--- src/rtl/abus_initiator_if.sv ---
// A-bus pin group between the initiator and its responder.
// The master modport is the initiator side and the slave modport is the responder side.
interface abus_initiator_if;
    logic [25:0] AA;
    logic [15:0] ADO;
    logic [15:0] ADI;
    logic        ACS0_N;
    logic        ACS1_N;
    logic        ACS2_N;
    logic        ARD_N;
    logic        AWRL_N;
    logic        AWRU_N;
    logic        AWAIT_N;

    modport master (
        output AA, ADO, ACS0_N, ACS1_N, ACS2_N, ARD_N, AWRL_N, AWRU_N,
        input  ADI, AWAIT_N
    );

    modport slave (
        input  AA, ADO, ACS0_N, ACS1_N, ACS2_N, ARD_N, AWRL_N, AWRU_N,
        output ADI, AWAIT_N
    );
endinterface

--- src/rtl/abus_initiator.sv ---
// A-bus initiator: runs one SETUP/STROBE/HOLD bus cycle per request, advancing only on CE_R ticks.
// Each chip select has its own minimum strobe width, and the responder can stretch the strobe up to TIMEOUT ticks.
module abus_initiator #(
    parameter int unsigned WAIT_CS0 = 3,
    parameter int unsigned WAIT_CS1 = 1,
    parameter int unsigned WAIT_CS2 = 7,
    parameter int unsigned TIMEOUT  = 255
) (
    input  logic        CLK,
    input  logic        RST,
    input  logic        CE_R,
    input  logic        REQ,
    input  logic        WE,
    input  logic [1:0]  CS,
    input  logic [25:0] ADDR,
    input  logic [1:0]  BE,
    input  logic [15:0] WDATA,
    output logic [15:0] RDATA,
    output logic        ACK,
    output logic        ERR,
    output logic        BUSY,
    abus_initiator_if.master abus
);

    localparam int unsigned CNT_W  = 4;
    localparam int unsigned EXT_W  = 8;
    localparam int unsigned ADDR_W = 26;
    localparam int unsigned DATA_W = 16;

    localparam logic [1:0] S_IDLE   = 2'd0;
    localparam logic [1:0] S_SETUP  = 2'd1;
    localparam logic [1:0] S_STROBE = 2'd2;
    localparam logic [1:0] S_HOLD   = 2'd3;

    localparam logic [CNT_W-1:0] WAIT0   = CNT_W'(WAIT_CS0);
    localparam logic [CNT_W-1:0] WAIT1   = CNT_W'(WAIT_CS1);
    localparam logic [CNT_W-1:0] WAIT2   = CNT_W'(WAIT_CS2);
    localparam logic [EXT_W-1:0] EXT_MAX = EXT_W'(TIMEOUT);

    logic [1:0]        state_q, state_d;
    logic              we_q, we_d;
    logic [1:0]        cs_q, cs_d;
    logic [1:0]        be_q, be_d;
    logic              err_flag_q, err_flag_d;
    logic [CNT_W-1:0]  cnt_q, cnt_d;
    logic [EXT_W-1:0]  ext_q, ext_d;
    logic [DATA_W-1:0] rdata_q, rdata_d;
    logic              ack_q, ack_d;
    logic              err_q, err_d;
    logic              busy_q, busy_d;
    logic [ADDR_W-1:0] aa_q, aa_d;
    logic [DATA_W-1:0] ado_q, ado_d;
    logic [2:0]        csn_q, csn_d;
    logic              ard_n_q, ard_n_d;
    logic              awrl_n_q, awrl_n_d;
    logic              awru_n_q, awru_n_d;
    logic [CNT_W-1:0]  wait_min_c;

    // Minimum strobe length for the chip select latched at request time
    always_comb begin
        case (cs_q)
            2'd0:    wait_min_c = WAIT0;
            2'd1:    wait_min_c = WAIT1;
            default: wait_min_c = WAIT2;
        endcase
    end

    // Next-state and registered-output logic
    always_comb begin
        state_d    = state_q;
        we_d       = we_q;
        cs_d       = cs_q;
        be_d       = be_q;
        err_flag_d = err_flag_q;
        cnt_d      = cnt_q;
        ext_d      = ext_q;
        rdata_d    = rdata_q;
        ack_d      = 1'b0;
        err_d      = 1'b0;
        aa_d       = aa_q;
        ado_d      = ado_q;
        csn_d      = csn_q;
        ard_n_d    = 1'b1;
        awrl_n_d   = 1'b1;
        awru_n_d   = 1'b1;

        case (state_q)
            S_IDLE: begin
                if (REQ) begin
                    if (CS == 2'd3) begin
                        ack_d = 1'b1;
                        err_d = 1'b1;
                    end else begin
                        we_d       = WE;
                        cs_d       = CS;
                        be_d       = BE;
                        aa_d       = ADDR;
                        ado_d      = WDATA;
                        err_flag_d = 1'b0;
                        csn_d      = ~(3'b001 << CS);
                        state_d    = S_SETUP;
                    end
                end
            end
            S_SETUP: begin
                cnt_d    = '0;
                ext_d    = '0;
                ard_n_d  = we_q;
                awru_n_d = ~(we_q & be_q[1]);
                awrl_n_d = ~(we_q & be_q[0]);
                state_d  = S_STROBE;
            end
            S_STROBE: begin
                ard_n_d  = we_q;
                awru_n_d = ~(we_q & be_q[1]);
                awrl_n_d = ~(we_q & be_q[0]);
                if (cnt_q != wait_min_c) begin
                    cnt_d = cnt_q + CNT_W'(1);
                end else if (abus.AWAIT_N || (ext_q == EXT_MAX)) begin
                    // Normal end or wait timeout: drop strobes and go to HOLD
                    ard_n_d    = 1'b1;
                    awru_n_d   = 1'b1;
                    awrl_n_d   = 1'b1;
                    err_flag_d = ~abus.AWAIT_N;
                    if (!we_q) begin
                        rdata_d = abus.AWAIT_N ? abus.ADI : 16'hFFFF;
                    end
                    state_d = S_HOLD;
                end else begin
                    ext_d = ext_q + EXT_W'(1);
                end
            end
            default: begin
                csn_d   = 3'b111;
                ack_d   = 1'b1;
                err_d   = err_flag_q;
                state_d = S_IDLE;
            end
        endcase

        busy_d = (state_d != S_IDLE);
    end

    // State and output registers; ACK/ERR fall on the next CLK even without CE_R
    always_ff @(posedge CLK) begin
        if (RST) begin
            state_q    <= S_IDLE;
            we_q       <= 1'b0;
            cs_q       <= 2'd0;
            be_q       <= 2'd0;
            err_flag_q <= 1'b0;
            cnt_q      <= '0;
            ext_q      <= '0;
            rdata_q    <= '0;
            ack_q      <= 1'b0;
            err_q      <= 1'b0;
            busy_q     <= 1'b0;
            aa_q       <= '0;
            ado_q      <= '0;
            csn_q      <= 3'b111;
            ard_n_q    <= 1'b1;
            awrl_n_q   <= 1'b1;
            awru_n_q   <= 1'b1;
        end else if (CE_R) begin
            state_q    <= state_d;
            we_q       <= we_d;
            cs_q       <= cs_d;
            be_q       <= be_d;
            err_flag_q <= err_flag_d;
            cnt_q      <= cnt_d;
            ext_q      <= ext_d;
            rdata_q    <= rdata_d;
            ack_q      <= ack_d;
            err_q      <= err_d;
            busy_q     <= busy_d;
            aa_q       <= aa_d;
            ado_q      <= ado_d;
            csn_q      <= csn_d;
            ard_n_q    <= ard_n_d;
            awrl_n_q   <= awrl_n_d;
            awru_n_q   <= awru_n_d;
        end else begin
            ack_q <= 1'b0;
            err_q <= 1'b0;
        end
    end

    assign RDATA       = rdata_q;
    assign ACK         = ack_q;
    assign ERR         = err_q;
    assign BUSY        = busy_q;
    assign abus.AA     = aa_q;
    assign abus.ADO    = ado_q;
    assign abus.ACS0_N = csn_q[0];
    assign abus.ACS1_N = csn_q[1];
    assign abus.ACS2_N = csn_q[2];
    assign abus.ARD_N  = ard_n_q;
    assign abus.AWRL_N = awrl_n_q;
    assign abus.AWRU_N = awru_n_q;

endmodule

--- src/flat_wrapper.sv ---
// flat-port wrapper written by rule: the top's interface ports become plain ports
module abus_initiator_flat 
#(
    parameter int unsigned WAIT_CS0 = 3,
    parameter int unsigned WAIT_CS1 = 1,
    parameter int unsigned WAIT_CS2 = 7,
    parameter int unsigned TIMEOUT  = 255
)
  (CLK, RST, CE_R, REQ, WE, CS, ADDR, BE, WDATA, RDATA, ACK, ERR, BUSY, abus_AA, abus_ADO, abus_ACS0_N, abus_ACS1_N, abus_ACS2_N, abus_ARD_N, abus_AWRL_N, abus_AWRU_N, abus_ADI, abus_AWAIT_N);
  abus_initiator_if abus_i ();
  input  logic CLK;
  input  logic RST;
  input  logic CE_R;
  input  logic REQ;
  input  logic WE;
  input  logic [1:0] CS;
  input  logic [25:0] ADDR;
  input  logic [1:0] BE;
  input  logic [15:0] WDATA;
  output logic [15:0] RDATA;
  output logic ACK;
  output logic ERR;
  output logic BUSY;
  output wire logic [$bits(abus_i.AA)-1:0] abus_AA;
  output wire logic [$bits(abus_i.ADO)-1:0] abus_ADO;
  output wire logic [$bits(abus_i.ACS0_N)-1:0] abus_ACS0_N;
  output wire logic [$bits(abus_i.ACS1_N)-1:0] abus_ACS1_N;
  output wire logic [$bits(abus_i.ACS2_N)-1:0] abus_ACS2_N;
  output wire logic [$bits(abus_i.ARD_N)-1:0] abus_ARD_N;
  output wire logic [$bits(abus_i.AWRL_N)-1:0] abus_AWRL_N;
  output wire logic [$bits(abus_i.AWRU_N)-1:0] abus_AWRU_N;
  input wire logic [$bits(abus_i.ADI)-1:0] abus_ADI;
  input wire logic [$bits(abus_i.AWAIT_N)-1:0] abus_AWAIT_N;
  assign abus_AA = abus_i.AA;
  assign abus_ADO = abus_i.ADO;
  assign abus_ACS0_N = abus_i.ACS0_N;
  assign abus_ACS1_N = abus_i.ACS1_N;
  assign abus_ACS2_N = abus_i.ACS2_N;
  assign abus_ARD_N = abus_i.ARD_N;
  assign abus_AWRL_N = abus_i.AWRL_N;
  assign abus_AWRU_N = abus_i.AWRU_N;
  assign abus_i.ADI = abus_ADI;
  assign abus_i.AWAIT_N = abus_AWAIT_N;
  abus_initiator #(.WAIT_CS0(WAIT_CS0), .WAIT_CS1(WAIT_CS1), .WAIT_CS2(WAIT_CS2), .TIMEOUT(TIMEOUT)) u_core (.CLK(CLK), .RST(RST), .CE_R(CE_R), .REQ(REQ), .WE(WE), .CS(CS), .ADDR(ADDR), .BE(BE), .WDATA(WDATA), .RDATA(RDATA), .ACK(ACK), .ERR(ERR), .BUSY(BUSY), .abus(abus_i));
endmodule
--- config.mk ---
export PLATFORM = sky130hd
export DESIGN_NAME = abus_initiator_flat
export DESIGN_NICKNAME = d
export VERILOG_FILES = /design/src/rtl/abus_initiator_if.sv /design/src/rtl/abus_initiator.sv /design/src/flat_wrapper.sv
export SDC_FILE = /design/constraint.sdc
export NUM_CORES = 1
export LEC_CHECK = 0
export ABC_CLOCK_PERIOD_IN_PS = 4300
export BUFFER_PORTS_ARGS = -buffer_cell sky130_fd_sc_hd__buf_2
export CELL_PAD_IN_SITES_DETAIL_PLACEMENT = 1
export CELL_PAD_IN_SITES_GLOBAL_PLACEMENT = 2
export CORE_MARGIN = 8
export CORE_UTILIZATION = 29
export DETAILED_ROUTE_END_ITERATION = 10
export PLACE_DENSITY = 0.83
export SYNTH_ARGS = -nofsm -noshare
export SYNTH_HDL_FRONTEND = slang
export SYNTH_SLANG_ARGS = --single-unit
--- constraint.sdc ---
create_clock -name CLK -period 4.3 [get_ports CLK]
set_input_delay 0.86 -clock CLK [delete_from_list [all_inputs] [get_ports CLK]]
set_output_delay 0.86 -clock CLK [all_outputs]
set_load 0.01 [all_outputs]
## After elaboration in Yosys (flattened, before gate mapping)

Cells that the tools add are included.

| word-level totals | value |
|---|---|
| register bits after elaboration | 87 |
| input port bits | 68 |
| output and inout bits | 67 |
| word-level logic and storage cells | 90 |

| cells by class | value |
|---|---|
| add/sub/neg operators | 2 |
| eq/ne operators | 12 |
| shifts and indexed selects | 1 |
| multiplexer cells | 33 |
| bitwise gates (word level) | 11 |
| reduce and logical (&&, ||, !) cells | 14 |

Operators by type and width:

| operator | count |
|---|---|
| 16-bit 2-to-1 mux | 1 |
| 8-bit 2-to-1 mux | 2 |
| 8-bit case mux with 2 select lines | 1 |
| 1-bit 2-to-1 mux | 12 |
| 1-bit case mux with 2 select lines | 6 |
| 3-bit case mux with 2 select lines | 2 |
| 4-bit AND reduction | 3 |
| 8-bit by 1-bit adder with 8-bit output, second input constant | 1 |
| 8-bit == test, second input constant | 1 |
| 2-bit 2-to-1 mux | 4 |
| 2-bit != test, second input constant | 4 |
| 1-bit inverter | 8 |
| 4-bit case mux with 2 select lines | 1 |
| 3-bit 2-to-1 mux | 2 |
| 2-bit case mux with 3 select lines | 1 |
| 6-bit AND reduction | 1 |
| 2-bit nonzero test | 3 |
| 5-bit AND reduction | 1 |
| 4-bit by 1-bit adder with 4-bit output, second input constant | 1 |
| 2-bit by 1-bit == test with 1-bit output, second input constant | 2 |
| 2-bit == test, second input constant | 2 |
| 2-bit zero test | 2 |
| 4-bit 2-to-1 mux | 1 |
| 2-bit by 1-bit != test with 1-bit output, second input constant | 2 |
| 7 further kinds | 9 |

## Logic depth before layout (Yosys ltp)

Gate-level depths: netlist of run 1.

| depth | value |
|---|---|
| depth in word-level cells | 6 |
| depth in mapped cells | 8 |

## Least setup slack after synthesis of run 1

No wires, ideal clock.

| timing path | value |
|---|---|
| kind | input-to-reg |
| start point | input CE_R |
| end point | register u_core.ext_q[4] |
| library setup time | 0.070 ns |
| arrival time | 2.042 ns |
| path slack | 2.188 ns |
| stages on the path | 6 |
| path buffers | 2 |
| cells stage by stage | buf_2 and2_1 clkbuf_1 a31oi_1 or3_1 a21oi_1 |

| between the ends | value |
|---|---|
| longest elaborated chain between the ends | 1 |

RTL lines:

| item | RTL line | source |
|---|---|---|
| from (decl) | flat_wrapper.sv:13 | `input logic CE_R;` |
| 4-bit AND reduction (no line) | - |  |
| to (signal assigned) | abus_initiator.sv:171 | `ext_q <= ext_d;` |
| to (decl) | abus_initiator.sv:46 | `logic [EXT_W-1:0] ext_q, ext_d;` |

No other way between the ends.
A chain may end at the register's enable or synchronous reset.

## Worst setup path in the final report of run 1

| timing path | value |
|---|---|
| start point | input CE_R |
| end point | register u_core.aa_q[14] (netlist: u_core.abus.AA[14]) |

| between the ends | value |
|---|---|
| longest elaborated chain between the ends | 1 |

RTL lines:

| item | RTL line | source |
|---|---|---|
| 4-bit AND reduction (no line) | - |  |
| to (signal assigned) | abus_initiator.sv:158 | `aa_q <= '0;` |
| to (signal assigned) | abus_initiator.sv:176 | `aa_q <= aa_d;` |
| to (decl) | abus_initiator.sv:51 | `logic [ADDR_W-1:0] aa_q, aa_d;` |

No other way between the ends.

==> results of run 1 <==
[routing by layer]
| layer | wire length (µm) | track usage [%] | vias up |
|---|---|---|---|
| li1 | - | - | 1704 |
| met1 | 4638 | 15.10 | 1535 |
| met2 | 4828 | 21.40 | 98 |
| met3 | 1096 | 6.661 | 9 |
| met4 | 91 | 3.359 | 0 |
| met5 | 0 | 0 | - |
[registers in the layout (all words and copies together) (netlist names)]
name	flops
u_core.ACK	1
u_core.BUSY	1
u_core.ERR	1
u_core.RDATA	16
u_core.abus.AA	26
u_core.abus.ADO	16
u_core.abus.ARD_N	1
u_core.abus.AWRL_N	1
u_core.abus.AWRU_N	1
u_core.be_q	2
u_core.cnt_q	4
u_core.cs_q	2
u_core.csn_q	3
u_core.err_flag_q	1
u_core.ext_q	8
u_core.state_q	2
u_core.we_q	1
[through the flow]
stage | utilization (%) | hold slack [ps] | area (µm²) | cells | total power (µW)
after floorplan | - | 436.4 | 3570 | 435 | 981.6
after global placement | 35.97 | 438.7 | 4320 | 687 | 1063
after detailed placement | 35.97 | 448.3 | 4320 | 687 | 1068
after CTS | 38.55 | 458.0 | 4631 | 703 | 1875
after global routing | 38.55 | 479.3 | 4631 | 703 | 1937
final | 38.55 | 455.9 | 4631 | 703 | 1846
[power groups by stage]
stage | Clock (µW) | Combinational, µW | Sequential, µW
3_3_place_gp | 0 | 196 | 867
2_1_floorplan | 0 | 104 | 877
4_1_cts | 824 | 201 | 851
3_5_place_dp | 0 | 200 | 868
5_1_grt | 862 | 221 | 853
6_report | 800 | 196 | 850
[area by class of cell]
| type | count | share of cell area [%] |
|---|---|---|
| Timing Repair Buffer | 136 | 14.81 |
| Clock inverter | 4 | 1.162 |
| Multi-Input combinational cell | 296 | 35.21 |
| Clock buffer | 12 | 5.539 |
| Tap cell | 147 | 3.972 |
| Inverter | 21 | 1.702 |
| Sequential cell | 87 | 37.61 |
[cell families (layout without fill, tap and decap cells)]
| logic type | Yosys count | in the layout | share of synthesized area [%] |
|---|---|---|---|
| simple gates | 179 | 179 | 23.20 |
| compound gates | 102 | 102 | 17.70 |
| flops | 87 | 87 | 48.79 |
| buf+inv | 52 | 173 | 5.923 |
| xor+xnor | 7 | 7 | 1.718 |
| fa+ha+maj | 6 | 6 | 2.103 |
| mux | 2 | 2 | 0.5608 |
[worst max-delay path, cell delays in order]
cell and delay (ps):
sky130_fd_sc_hd__buf_2 280, sky130_fd_sc_hd__nand3_1 240, sky130_fd_sc_hd__a21oi_4 910, sky130_fd_sc_hd__nand2_1 120
sky130_fd_sc_hd__a21oi_1 180
[placed cells by master (no fill, tap or decap), types with 2 or more instances in the layout]
cell type                    count
sky130_fd_sc_hd__clkbuf_16       9
sky130_fd_sc_hd__xor2_1          5
sky130_fd_sc_hd__a211oi_1        4
sky130_fd_sc_hd__o21ai_0         8
sky130_fd_sc_hd__clkbuf_8        2
sky130_fd_sc_hd__nand2_1       100
sky130_fd_sc_hd__and4b_1         3
sky130_fd_sc_hd__nand2b_1        2
sky130_fd_sc_hd__buf_2         134
sky130_fd_sc_hd__dfxtp_1        87
sky130_fd_sc_hd__a22oi_1         3
sky130_fd_sc_hd__xnor2_1         2
sky130_fd_sc_hd__nor2_1         39
sky130_fd_sc_hd__ha_1            6
sky130_fd_sc_hd__nor3_1          2
sky130_fd_sc_hd__or2_2           4
sky130_fd_sc_hd__nand3_1         7
sky130_fd_sc_hd__a311oi_1       16
sky130_fd_sc_hd__inv_1          21
sky130_fd_sc_hd__o21bai_1        3
sky130_fd_sc_hd__buf_4           2
sky130_fd_sc_hd__a21oi_1        53
sky130_fd_sc_hd__and3_1          2
sky130_fd_sc_hd__mux2i_1         2
sky130_fd_sc_hd__nand4_1         4
sky130_fd_sc_hd__a31oi_1         5
sky130_fd_sc_hd__and2_1          3
sky130_fd_sc_hd__clkinvlp_4      2
sky130_fd_sc_hd__or3_1           2
[Yosys cell counts, types with 5 or more instances]
cell type | number | area (µm²)
sky130_fd_sc_hd__dfxtp_1 | 87 | 1742
sky130_fd_sc_hd__o21ai_0 | 8 | 40.04
sky130_fd_sc_hd__inv_1 | 21 | 78.83
sky130_fd_sc_hd__nand3_1 | 7 | 35.03
sky130_fd_sc_hd__xor2_1 | 5 | 43.79
sky130_fd_sc_hd__a21oi_1 | 54 | 270.3
sky130_fd_sc_hd__ha_1 | 6 | 75.07
sky130_fd_sc_hd__a31oi_1 | 5 | 31.28
sky130_fd_sc_hd__a311oi_1 | 16 | 140.1
sky130_fd_sc_hd__nor2_1 | 39 | 146.4
sky130_fd_sc_hd__clkbuf_1 | 26 | 97.59
sky130_fd_sc_hd__nand2_1 | 100 | 375.4
[worst max path at each step]
stage                      start                   to  slack, ps  cells after the start
5_1_grt        u_core.state_q[0]  u_core.abus.ADO[11]       1590                      6
3_5_place_dp                CE_R   u_core.abus.AA[14]       1530                      5
3_3_place_gp                CE_R          u_core.we_q       1580                      5
2_1_floorplan               CE_R      u_core.ext_q[4]       2190                      6
6_report                    CE_R   u_core.abus.AA[14]       1930                      5
4_1_cts        u_core.state_q[0]   u_core.abus.AA[14]       1880                      6
==> results.md, run 1 <==
Synthesis:
- Yosys mapped a number of flops with a built-in enable equal to 0.
- Synthesis inferred between 80 and 90 register bits.
- The share of async-settable or async-resettable flops after synthesis is 0%.
- The most instantiated flip-flop cell in the synthesis netlist is sky130_fd_sc_hd__dfxtp_1.
- The Yosys step of the flow raised 0 warnings.
- Summing every instance area after synthesis gives between 3000 and 4000 µm².
- The share of the yosys chip area belonging to registers is between 40% and 50%.
- When the netlist entered floorplanning its net count stood at ~510.
- Dividing the synthesized area by the synthesized cell count gives about 8.2 µm².
- Counting distinct cell types in the post-synthesis netlist gives 48.
- The number of standard cells after synthesis is approximately 440.

Setup path:
- The number of cell instances on the worst register-to-register path is 6.
- Data on the critical path is required at its endpoint by approximately 4600 ps.
- The startpoint identified for the worst register-to-register timing path is u_core.state_q[0].
- The critical path in this run is classified as primary input to flip-flop.
- For the worst setup path, the data arrival time is 2620 ps.
- The register-to-register setup slack is around 1900 ps.
- The startpoint class of the critical path is a primary input.
- Along the worst path, the maximum fanout reaches between 40 and 50.
- STA classifies the critical path endpoint as a flip-flop.
- The worst register-to-register path ends at u_core.abus.AA[14].

Routing:
- Using the TritonRoute via totals, the vias-per-cell ratio works out to ~4.8.
- The average wire per standard cell is around 15 µm.
- After the first detailed-routing iteration, the DRC count stood at 158.
- The routed wire length is roughly 11 mm.
- After detailed routing, the number of remaining DRC violations is 0.
- The total vias in the final route is 3346.
- The pre-antenna-repair detailed-routing pass consisted of 4 iterations.
- The number of routed nets with antenna violations is 0.

Min path:
- The path class of the tightest hold or removal check is flip-flop to flip-flop.
- The count of cells along the worst hold path is 2.
- The worst hold path begins at u_core.abus.ADO[9].
- The path with the worst hold slack has its endpoint at u_core.abus.ADO[9].

Layout:
- The layout filler cell count is 1477.
- After the last flow step, the layout net total stands at around 630.
- The multi-input combinational cell area is 1630 µm².
- The number of antenna repair diodes is 0.
- The ratio of cells with drive above 1 in the final layout is ~29%.
- From synthesis to final layout, the design area changed by 29.72%.
- Registers take about 1700 µm².

Place:
- Summed over all nets, the half-perimeter wirelength after detailed placement is slightly below 8 mm.
- The count of input and output buffers is around 130.
- The worst setup slack after placement is around 1500 ps.
- The weighted congestion at the end of routability-driven global placement is 0.7150.

Run status:
- The run finished with clean final reports.

Clocking:
- The number of hold buffers added after CTS is 0.
- The clock latency on the worst-skew pair is between 300 and 400 ps.
- Buffers added to address setup during post-CTS repair amount to 0.
- The TritonCTS clock tree is done.
- The count of cells resized by post-cts repair is 0.
- In this run the deepest clock path goes through 2 buffers.
- Counting the buffers created by CTS gives 9.
- The maximum level of the CTS H-tree is 3.
- The clock sink total is 87.
- After clock tree synthesis, the clock-pin slew on the worst setup and hold paths is around 60 ps.
- The tree is rooted in a sky130_fd_sc_hd__clkbuf_16.

Timing:
- Of the available clock period, the critical path in the final layout requires 55.12%.
- The max-slew violation total from the final report is 0.
- The final-report setup violation count is 0.
- Between clock sinks in the finished design, the worst skew comes to 5.149 ps.
- The number of hold violations in the final report is 0.
- The measured slew at the worst slew-check pin is 1143 ps.
- The timing-limited maximum frequency is ~420 MHz.
- In the post-route analysis, the smallest setup slack over all paths is about 1900 ps.
- The post-layout minimum cycle time is roughly 2400 ps.
- Setup repair after global routing left no endpoint under its margin.
- The relative max-transition margin is between 20% and 30%.
- The total negative slack for setup checks is 0 ps.

Power and ir drop:
- The power density relative to cell area is approximately 400 nW/µm².
- The switching fraction of total power is ~24%.
- For this design the total switching power over the nets is ~450 µW.
- Combinational logic burns about a tenth of the power.
- The share of total power dissipated in the clock network is a little over two fifths.
- The share of total power dissipated in sequential elements is 46.0%.
- The design internal power is 1394 µW.
- The largest voltage drop on the vdd net is between 0.0002 and 0.0003 V.
- For this design the static power due to leakage is approximately 0.0020 µW.

Floorplan:
- about 140 I/O pins were placed.
- The number of standard-cell rows in the floorplan is 40.
- The die area is roughly 16000 µm².
- The starting density of the core is roughly 30%.
- In this run the horizontal extent of the chip is between 100 and 150 µm.
- The floorplan step set the die height to between 100 and 150 µm.
- The area of the placeable core is around 12000 µm².

Global route:
- The pin count of the biggest net entering global routing is 50.
- The total overflow left after global routing is 0.
- The number of antenna violations at the first check in global routing is 0.
- The number of global-route vias before repair is ~3600.
- The global routing usage summed across all routing layers is 13.21%.
- The global-route wire length before repair is around 18 mm.

Job:
- The max-cap violation count is 0.
(Power assumes the default switching activity.)
==> run 2, diff against run 1 <==
--- a/config.mk
+++ b/config.mk
@@ -5,14 +5,14 @@
 export SDC_FILE = /design/constraint.sdc
 export NUM_CORES = 1
 export LEC_CHECK = 0
-export ABC_CLOCK_PERIOD_IN_PS = 4300
+export ABC_CLOCK_PERIOD_IN_PS = 2200
 export BUFFER_PORTS_ARGS = -buffer_cell sky130_fd_sc_hd__buf_2
 export CELL_PAD_IN_SITES_DETAIL_PLACEMENT = 1
 export CELL_PAD_IN_SITES_GLOBAL_PLACEMENT = 2
 export CORE_MARGIN = 8
-export CORE_UTILIZATION = 29
+export CORE_UTILIZATION = 27
 export DETAILED_ROUTE_END_ITERATION = 10
-export PLACE_DENSITY = 0.83
+export PLACE_DENSITY = 0.78
 export SYNTH_ARGS = -nofsm -noshare
 export SYNTH_HDL_FRONTEND = slang
 export SYNTH_SLANG_ARGS = --single-unit
==> constraint.sdc (replaced) <==
create_clock -name CLK -period 2.2 [get_ports CLK]
set_input_delay 0.44 -clock CLK [delete_from_list [all_inputs] [get_ports CLK]]
set_output_delay 0.44 -clock CLK [all_outputs]
set_load 0.01 [all_outputs]
==> run 2 against run 1 <==
Non-clock buffer count up 11. Via count up 3.4%. Final cell count up 5.7%. Sequential share of layout area down 1.0 points. Sequential power up 95%. First-iteration DRC count down 36%. Critical endpoint is now u_core.ext_q[6]. Largest cell class unchanged. Largest power group unchanged.
==> results.md, run 2 (synthesis gave the netlist of run 1 again) <==
Run status:
- The run finished with clean final reports.

Global route:
- The pin count of the biggest net entering global routing is 47.
- The number of global-route vias before repair was between 3000 and 4000.
- The number of antenna violations at the first check in global routing is 0.
- The global-route wire length before repair is 17.93 mm.
- Summed over all layers, the global routing overflow is 0.
- Global routing used around an eighth of the available tracks.

Clocking:
- At the later pin of the worst-skew pair, clock insertion delay measures 340 ps.
- Clock tree synthesis inserted a total of 9 buffers.
- The longest clock path from root to sink contains 2 buffers.
- The clock sink total is between 80 and 90.
- The number of hold buffers added after CTS is 0.
- CTS built an H-tree with a depth of 3.
- In this run the clock root is driven by a sky130_fd_sc_hd__clkbuf_16.
- The post-CTS clock slew at the launch and capture registers of the worst setup and hold paths is approximately 60 ps.
- The number of post-CTS setup repair buffers is 0.
- TritonCTS built the clock tree.
- After clock tree synthesis, the repair step resized 0 gates.

Setup path:
- The path type of the worst setup path is flip-flop to flip-flop.
- The critical path required time is around 2500 ps.
- Data on the critical path arrives at its endpoint at between 2000 and 2500 ps.
- The startpoint class of the critical path is a flip-flop.
- The maximum fanout count along the critical path is 6.
- The category of the worst setup path capture point is a flip-flop.
- The worst register-to-register path begins at u_core.ext_q[0].
- The start point of the critical path is u_core.ext_q[0].

Routing:
- In this run the top signal layer used is met4.
- Detailed routing placed a total of about 5 mm of wire on met2.
- The post-route met1 wirelength is 4.706 mm.
- The final route contains approximately 3500 vias.
- The via count normalized by instance count is 4.657.
- Once detail routing completed, the nets flagged for antenna violations numbered 0.
- The average wire per standard cell is 14.88 µm.
- Wire segments on met3 add up to ~1.2 mm in the final route.
- The number of DRC markers after the initial detailed-route iteration is a little over 100.
- The DRC violations left is 0.
- Before antenna repair, the detailed router went through 4 iterations.
- The routed wire length is about 11 mm.

Floorplan:
- The die covers 17160 µm².
- The total area inside the core boundary comes to roughly 13000 µm².
- For this configuration, the core starts out at a cell density of between 20% and 30%.
- The number of top-level design ports is ~140.
- The die height is around 130 µm.
- The overall die width is between 100 and 150 µm.
- The initialized floorplan defines 42 standard-cell rows.

Timing:
- Of the available clock period, the critical path in the final layout requires between 80% and 90%.
- The worst path in the final design needs a cycle of 1972 ps, including I/O delays and setup.
- Setup violations remaining at the end of the flow were counted as 0.
- The number of hold violations in the final report is 0.
- At the pin with the least slew margin, the transition time is approximately 600 ps.
- The relative max-transition margin is 59.25%.
- Clock skew on the completed layout was measured at 6.935 ps.
- Once routing completed, OpenROAD measured the worst setup slack at approximately 230 ps.
- The max-slew violation total from the final report was 0.
- For the final routed database, the setup TNS stands at 0 ps.
- Derived from the worst setup path, the maximum achievable clock frequency is 507.2 MHz.
- Setup repair after global routing left no endpoint under its margin.

Min path:
- In this run the worst hold path is classified as primary input to flip-flop.
- The critical hold path startpoint is ADDR[24].

Layout:
- 0 antenna diodes ended up in the layout.
- The top cell types in the final layout, fill and taps aside, are sky130_fd_sc_hd__buf_2, sky130_fd_sc_hd__nand2_1, sky130_fd_sc_hd__dfxtp_1.
- The register with the most flip-flops in the layout has 26 of them.
- The layout filler cell count is about 1600.
- The final-stage net count is roughly 640.
- The synthesis-to-layout area growth is 33.40%.
- The number of cells in the finished layout apart from fillers is about 740.
- The post-route netlist has 30.51% of its cells at a drive strength greater than 1.
- The most common library cell in the layout ignoring fill and taps is sky130_fd_sc_hd__buf_2.

Place:
- OpenSTA, run right after detailed placement, puts the worst setup slack at about 230 ps.
- The count of input and output buffers is approximately 130.
- Detailed placement finished with a half-perimeter wire length of between 8 and 9 mm.
- The total placed cells including tap cells is roughly 730.
- The weighted congestion at the end of routability-driven global placement is ~0.77.

Power and ir drop:
- The cell leakage power is around 0.0021 µW.
- Power spread over the standard cell area amounts to approximately 750 nW/µm².
- The worst-case IR drop observed on VDD is roughly 0.00025 V.
- Total power for the finished layout comes to 3549 µW.

Job:
- The max-cap violation count is 0.
[run 2: cell count changes in the layout (fill, tap and decap cells not counted)]
cell,delta
sky130_fd_sc_hd__clkinv_4,-1
sky130_fd_sc_hd__buf_4,+8
sky130_fd_sc_hd__bufinv_16,-1
sky130_fd_sc_hd__buf_12,+3
sky130_fd_sc_hd__clkinv_2,+1
sky130_fd_sc_hd__inv_6,+1
[run 2: worst max-delay path, cell delays in order (launching register included)]
cell                      delay [ps]
sky130_fd_sc_hd__dfxtp_1         330
sky130_fd_sc_hd__ha_1            240
sky130_fd_sc_hd__and3_1          220
sky130_fd_sc_hd__a21oi_1         330
sky130_fd_sc_hd__a31oi_1         250
sky130_fd_sc_hd__or3_1           390
sky130_fd_sc_hd__a21oi_1         140
[run 2: final cells by class]
cell class / instances / area [µm²] / share of cell area [%]
sequential: 87 / 1742 / 36.57
multi-input combinational: 296 / 1630 / 34.24
tap: 176 / 220.2 / 4.624
inverter: 21 / 78.83 / 1.655
timing repair buffer: 147 / 805.8 / 16.92
clock buffer: 12 / 256.5 / 5.386
clock inverter: 4 / 28.78 / 0.6043
[run 2: routing by layer]
metal / vias up / GRT usage [%]
li1: 1724 / -
met1: 1614 / 15.13
met2: 109 / 21.23
met3: 13 / 6.047
met4: 0 / 5.267
met5: - / 0
[run 2: final timing paths]
check / endpoint / slack [ps] / cells after the start
worst max-delay path: u_core.ext_q[6] / 230 / 6
worst min-delay path: u_core.abus.AA[24] / 330 / 3
worst max register to register: u_core.ext_q[6] / 230 / 6
worst min register to register: u_core.abus.ADO[3] / 450 / 2
[run 2: where the power goes]
part / internal (µW) / leakage [µW] / switching, µW
Combinational: 173 / 0.00121 / 243
Sequential: 1630 / 0.000706 / 30.6
Clock: 830 / 0.000135 / 643
Total: 2630 / 0.00206 / 917
[run 2: stage by stage]
step	hold slack (ps)	utilization (%)	cell area, µm²
finish	329.4	36.39	4762
global route	332.8	36.39	4762
CTS	319.6	36.39	4762
detailed placement	443.5	34.21	4477
global placement	440.7	34.21	4477
floorplan	436.4	-	3570
